--- config.mk ---
export PLATFORM = sky130hd
export DESIGN_NAME = nec_ir_receiver
export DESIGN_NICKNAME = d
export VERILOG_FILES = /design/src/rtl/nec_ir_receiver.sv
export SDC_FILE = /design/constraint.sdc
export NUM_CORES = 1
export LEC_CHECK = 0
export ABC_AREA = 1
export ABC_CLOCK_PERIOD_IN_PS = 2900
export BUFFER_PORTS_ARGS = -buffer_cell sky130_fd_sc_hd__buf_2
export CAP_MARGIN = 30
export CORE_ASPECT_RATIO = 1.75
export CORE_MARGIN = 2
export CORE_UTILIZATION = 42
export CTS_CLUSTER_DIAMETER = 50
export DETAILED_ROUTE_END_ITERATION = 10
export GPL_ROUTABILITY_DRIVEN = 1
export PLACE_DENSITY = 0.73
export REMOVE_ABC_BUFFERS = 1
export SYNTH_ARGS = -nofsm -noshare
export SYNTH_HDL_FRONTEND = slang
export SYNTH_SLANG_ARGS = --single-unit
--- constraint.sdc ---
create_clock -name clk_in -period 2.9 [get_ports clk_in]
set_input_delay 0.145 -clock clk_in [delete_from_list [all_inputs] [get_ports clk_in]]
set_output_delay 0.145 -clock clk_in [all_outputs]
set_load 0.05 [all_outputs]
--- src/rtl/nec_ir_receiver.sv ---
// NEC IR remote decoder: turns the demodulated receiver pin into 32-bit codes with valid/repeat/error strobes.
// Define NEC_CHECK_EN to accept a frame only when its address and command bytes match their complements.
module nec_ir_receiver #(
  parameter int CLK_HZ   = 74_250_000,
  parameter int TICK_DIV = CLK_HZ / 100_000
) (
  input  logic        clk_in,
  input  logic        rst_in,
  input  logic        ir_rx_in,
  output logic [31:0] code_out,
  output logic        valid_out,
  output logic        repeat_out,
  output logic        error_out
);

  localparam int            PW       = (TICK_DIV > 1) ? $clog2(TICK_DIV) : 1;
  localparam logic [PW-1:0] PRE_LAST = PW'(TICK_DIV - 1);

  localparam logic [10:0] CNT_MAX       = 11'd2047;
  localparam logic [10:0] TIMEOUT_TICKS = 11'd1200;
  localparam logic [10:0] LEAD_MARK_MIN = 11'd800;
  localparam logic [10:0] LEAD_MARK_MAX = 11'd1000;
  localparam logic [10:0] DATA_SP_MIN   = 11'd400;
  localparam logic [10:0] DATA_SP_MAX   = 11'd500;
  localparam logic [10:0] RPT_SP_MIN    = 11'd180;
  localparam logic [10:0] RPT_SP_MAX    = 11'd270;
  localparam logic [10:0] BIT_MARK_MIN  = 11'd40;
  localparam logic [10:0] BIT_MARK_MAX  = 11'd75;
  localparam logic [10:0] ZERO_SP_MIN   = 11'd40;
  localparam logic [10:0] ZERO_SP_MAX   = 11'd80;
  localparam logic [10:0] ONE_SP_MIN    = 11'd140;
  localparam logic [10:0] ONE_SP_MAX    = 11'd200;

  typedef enum logic [2:0] {
    S_IDLE,
    S_LEAD_MARK,
    S_LEAD_SPACE,
    S_BIT_MARK,
    S_BIT_SPACE,
    S_STOP_MARK,
    S_RPT_MARK
  } state_t;

  function automatic logic in_win(input logic [10:0] v, input logic [10:0] lo,
                                  input logic [10:0] hi);
    return (v >= lo) && (v <= hi);
  endfunction

  // sync_q[1:0] is the synchronizer; sync_q[2] holds the previous settled level for edge detection.
  logic [2:0] sync_q;
  logic       ir_edge, ir_rise, ir_fall;

  // NOTE: sequential state uses non-blocking assignments so every flop samples pre-edge values.
  always_ff @(posedge clk_in or posedge rst_in) begin
    if (rst_in) sync_q <= '0;
    else        sync_q <= {sync_q[1:0], ir_rx_in};
  end

  assign ir_edge = sync_q[1] ^ sync_q[2];
  assign ir_rise = ir_edge & sync_q[1];
  assign ir_fall = ir_edge & ~sync_q[1];

  logic [PW-1:0] pre_cnt;
  logic          tick;
  logic [10:0]   interval;

  assign tick = (pre_cnt == PRE_LAST);

  // The prescaler free-runs; only the interval counter is re-aligned on edges.
  always_ff @(posedge clk_in or posedge rst_in) begin
    if (rst_in) begin
      pre_cnt  <= '0;
      interval <= '0;
    end else begin
      pre_cnt <= tick ? '0 : pre_cnt + 1'b1;
      if (ir_edge)                          interval <= '0;
      else if (tick && interval != CNT_MAX) interval <= interval + 11'd1;
    end
  end

  logic lead_mark_ok, data_sp_ok, rpt_sp_ok, bit_mark_ok, zero_sp_ok, one_sp_ok;

  assign lead_mark_ok = in_win(interval, LEAD_MARK_MIN, LEAD_MARK_MAX);
  assign data_sp_ok   = in_win(interval, DATA_SP_MIN, DATA_SP_MAX);
  assign rpt_sp_ok    = in_win(interval, RPT_SP_MIN, RPT_SP_MAX);
  assign bit_mark_ok  = in_win(interval, BIT_MARK_MIN, BIT_MARK_MAX);
  assign zero_sp_ok   = in_win(interval, ZERO_SP_MIN, ZERO_SP_MAX);
  assign one_sp_ok    = in_win(interval, ONE_SP_MIN, ONE_SP_MAX);

  state_t      state, state_nxt;
  logic [31:0] shift_q, shift_nxt, shift_in;
  logic [5:0]  bit_cnt, bit_cnt_nxt;
  logic        have_code, have_code_nxt;
  logic [31:0] code_nxt;
  logic        valid_nxt, repeat_nxt, error_nxt;
  logic        frame_ok, fail;

  assign shift_in = {shift_q[30:0], one_sp_ok};

`ifdef NEC_CHECK_EN
  assign frame_ok = (shift_in[31:24] == ~shift_in[23:16]) && (shift_in[15:8] == ~shift_in[7:0]);
`else
  assign frame_ok = 1'b1;
`endif

  // NOTE: every signal gets a default before the case so no path can infer a latch.
  always_comb begin
    state_nxt     = state;
    shift_nxt     = shift_q;
    bit_cnt_nxt   = bit_cnt;
    have_code_nxt = have_code;
    code_nxt      = code_out;
    valid_nxt     = 1'b0;
    repeat_nxt    = 1'b0;
    error_nxt     = 1'b0;
    fail          = 1'b0;

    unique case (state)
      S_IDLE: begin
        if (ir_fall) state_nxt = S_LEAD_MARK;
      end
      S_LEAD_MARK: begin
        if (ir_edge) begin
          if (ir_rise && lead_mark_ok) state_nxt = S_LEAD_SPACE;
          else                         fail      = 1'b1;
        end
      end
      S_LEAD_SPACE: begin
        if (ir_edge) begin
          if (ir_fall && data_sp_ok) begin
            state_nxt   = S_BIT_MARK;
            bit_cnt_nxt = '0;
            shift_nxt   = '0;
          end else if (ir_fall && rpt_sp_ok) begin
            state_nxt  = S_RPT_MARK;
            repeat_nxt = have_code;
          end else begin
            fail = 1'b1;
          end
        end
      end
      S_BIT_MARK: begin
        if (ir_edge) begin
          if (ir_rise && bit_mark_ok) state_nxt = S_BIT_SPACE;
          else                        fail      = 1'b1;
        end
      end
      S_BIT_SPACE: begin
        if (ir_edge) begin
          if (ir_fall && (zero_sp_ok || one_sp_ok)) begin
            shift_nxt   = shift_in;
            bit_cnt_nxt = bit_cnt + 6'd1;
            if (bit_cnt == 6'd31) begin
              if (frame_ok) begin
                state_nxt     = S_STOP_MARK;
                code_nxt      = shift_in;
                valid_nxt     = 1'b1;
                have_code_nxt = 1'b1;
              end else begin
                fail = 1'b1;
              end
            end else begin
              state_nxt = S_BIT_MARK;
            end
          end else begin
            fail = 1'b1;
          end
        end
      end
      S_STOP_MARK, S_RPT_MARK: begin
        if (ir_rise) state_nxt = S_IDLE;
      end
      default: state_nxt = S_IDLE;
    endcase

    // Covers both malformed intervals and a line that stopped toggling mid-frame.
    if (state != S_IDLE && interval >= TIMEOUT_TICKS) fail = 1'b1;

    if (fail) begin
      state_nxt     = S_IDLE;
      shift_nxt     = '0;
      bit_cnt_nxt   = '0;
      code_nxt      = code_out;
      have_code_nxt = have_code;
      valid_nxt     = 1'b0;
      repeat_nxt    = 1'b0;
      error_nxt     = 1'b1;
    end
  end

  always_ff @(posedge clk_in or posedge rst_in) begin
    if (rst_in) begin
      state      <= S_IDLE;
      shift_q    <= '0;
      bit_cnt    <= '0;
      have_code  <= 1'b0;
      code_out   <= '0;
      valid_out  <= 1'b0;
      repeat_out <= 1'b0;
      error_out  <= 1'b0;
    end else begin
      state      <= state_nxt;
      shift_q    <= shift_nxt;
      bit_cnt    <= bit_cnt_nxt;
      have_code  <= have_code_nxt;
      code_out   <= code_nxt;
      valid_out  <= valid_nxt;
      repeat_out <= repeat_nxt;
      error_out  <= error_nxt;
    end
  end

endmodule
==> qor.txt <==
# setup viols final - 0
Layout cell share with drive strength beyond 1 - 12.6%
Die Wd - 89.2 um
Met3 usage - 3.29%
Reg2reg start - interval[1]
Yosys cell types - 36
Starting Density - 42.9%
Die ar. - 0.0137 mm2
CP Max Fanout - 37
Pre-antenna DRT Iters - 5
Crit end category - flip-flop
Sink Count - 100
DP Cell Count - 873
Most frequent cells in the layout - nand2_1, dfrtp_1, nor2_1, inv_1
Cells after Synth - 692
Most common cell after layout, fill and taps aside - nand2_1
Total track usage - 19.5%
Met1 GRT Util - 24.2%
Total Power - 3.61 mW
Post-Layout Cell Count - 891
Worst slack, placed - 0.298 ns
LEAKAGE - 3.10 nW
Pwr/cell area - 607 mW/mm2
GR peak layer - met2
Kind of critical path - flip-flop to flip-flop
Setup_tns - 0 ns
Worst hold path type - flip-flop to flip-flop
Nets@finish - 729
Final WS setup - 0.294 ns
PortBufs - 37
Seq/Total Area, Yosys - 46.9%
Slowest stage cell on the critical path - o211ai_4
CP cell instances - inv_1 -> ha_1 -> nand2_1 -> inv_1 -> nand3_1 -> nand3_1 -> nand2_1 -> nand2_1 -> nand2_2 -> nand2_2 -> nand2_1 -> o211ai_4 -> nand2_1 -> nand2_1
Area of the core - 0.0124 mm2
Worst-Margin Slew - 1.01 ns
Average routed wire per standard cell - 14.2 um
Achievable Freq - 0.384 GHz
Row count - 54
Die height - 153 um
Final design utilization - 47.8%
CP Launch Point - interval[1]
GRT overflow - 0
CP max stage delay - 0.80 ns
TritonCTS clock tree - done
Tcrit/Tclk final - 89.9%
Area grow syn2layout - 11.3%
First-pass GRT wire length - 21200 um
Final Slew Violations - 0
Crit path DAT - 2.89 ns
Depth of the CTS H-tree - 3
Initial DRC count - 386
Worst-Skew Late Latency - 0.35 ns
Final Routed Wirelength - 12600 um
Clk_skew - 0.0135 ns
Clock buffer count from CTS - 9
RSZ-0062 raised after global routing - no
Final ANT Viol Nets - 0
Io pins - 38
Startpoint Class - flip-flop
Post-Syn Area - 0.00534 mm2
Largest net degree at the start of global routing - 62
Max cap viols - 0
Status - complete, no violations
Antenna cells - 0
Worst path required time - 3.19 ns
VDD IR-drop max - 0.000263 V
Avg Vias per Cell - 5.20
DPL Wire Length - 8440 um
Final hold violation count - 0
Tmin final - 2.61 ns
Flops & latches, synth - 100
Antenna violations before repair - 0
Synth warn - 0
Vias in the first global route - 4420
Met2 GRT Util - 32.9%
Drt drc - 0
Vias - 4636
CTS root buf - clkbuf_16
Clk slew on worst S/H paths - 0.07 ns
Mean Syn Cell Area - 7.71 um2
RD Place Congestion - 0.931
Worst path most repeated cell - nand2_1
Bufs on Longest Clock Path - 2
Hold wc startpoint - sync_q[0]
Rel. slew slack - 32.6%
-- worst max-delay path, delay by kind of cell, from the launching register on --
kind            cells  cell delay, ns
flops               1            0.46
compound gates      1            0.80
simple gates       10            0.91
buf+inv             2            0.20
fa+ha+maj           1            0.16
-- cell type report --
| type | count | area, um2 |
|---|---|---|
| Multi-Input combinational cell | 506 | 2420 |
| Fill cell | 1299 | 6490 |
| Clock buffer | 9 | 225 |
| Sequential cell | 100 | 2500 |
| Inverter | 47 | 179 |
| Clock inverter | 6 | 56.3 |
| Timing Repair Buffer | 55 | 345 |
| Tap cell | 168 | 210 |
-- routing by layer --
metal  vias up  wire (um)
li1       2301          -
met1      2207       5330
met2       103       6570
met3        25        368
met4         0        347
met5         -          0
-- path summary, 6_finish.rpt --
path,cells after the start,slack (ns),end
setup / recovery,14,0.29,shift_q[18]
hold / removal,0,0.35,sync_q[1]
setup reg to reg,14,0.29,shift_q[18]
hold reg to reg,0,0.35,sync_q[1]
max in group asynchronous,4,1.67,code_out[29]
min in group asynchronous,3,0.48,pre_cnt[5]
-- flip-flops by register name, indices dropped and copies added (netlist names), 3 cells and up --
name,cells
bit_cnt,6
state,3
interval,11
sync_q,3
code_out,32
pre_cnt,10
shift_q,31
-- logic make-up after synthesis --
| kind of cell | count (synthesis) | share of synthesized area, % |
|---|---|---|
| buf+inv | 86 | 7.69 |
| compound gates | 77 | 10.6 |
| xor+xnor | 5 | 0.821 |
| simple gates | 417 | 32.4 |
| flops | 100 | 46.9 |
| fa+ha+maj | 7 | 1.64 |
-- cell usage after synthesis --
library cell	n	area (um2)
buf_2	7	35.0
nand2_1	278	1040
nor2_1	76	285
nand4_2	1	12.5
or2_2	4	25.0
nor3b_1	4	30.0
o2111ai_1	37	324
inv_2	6	22.5
a211oi_1	1	7.51
nor4_1	2	12.5
clkbuf_1	17	63.8
ha_1	7	87.6
nor2_2	2	12.5
o21a_1	2	15.0
dfrtp_1	100	2500
nand3_1	23	115
a21oi_1	19	95.1
o211a_1	1	10.0
o211ai_4	1	21.3
nor2_4	2	22.5
o211ai_1	2	15.0
nand3b_1	2	15.0
buf_4	9	67.6
o21ai_0	12	60.1
xor2_1	4	35.0
nand4_1	7	43.8
nor3_1	10	50.1
buf_6	6	67.6
o2111a_1	1	11.3
xnor2_1	1	8.76
nand2_4	1	11.3
a31oi_1	1	6.26
nor3_4	1	16.3
nand2_2	3	18.8
nor4_2	1	12.5
inv_1	41	154
-- power breakdown --
part	total (mW)	internal (mW)	switching (mW)
registers	1.45	1.42	0.0246
clock network	1.16	0.596	0.561
logic	1.00	0.225	0.779
-- per-stage QoR --
step,instance area (um2),hold slack [ns]
after floorplan,5100,0.176
after global placement,5610,0.253
after detailed placement,5610,0.255
after CTS,5910,0.349
after global routing,5940,0.361
final,5940,0.348
-- repair_timing --
| item | CTS | global route |
|---|---|---|
| hold buffers | 2 | 0 |
| buffers inserted | 0 | 0 |
| hold endpoints to repair | 60 | 0 |
| gates resized for setup | 0 | 0 |
Power figures use the tool's default switching activity.
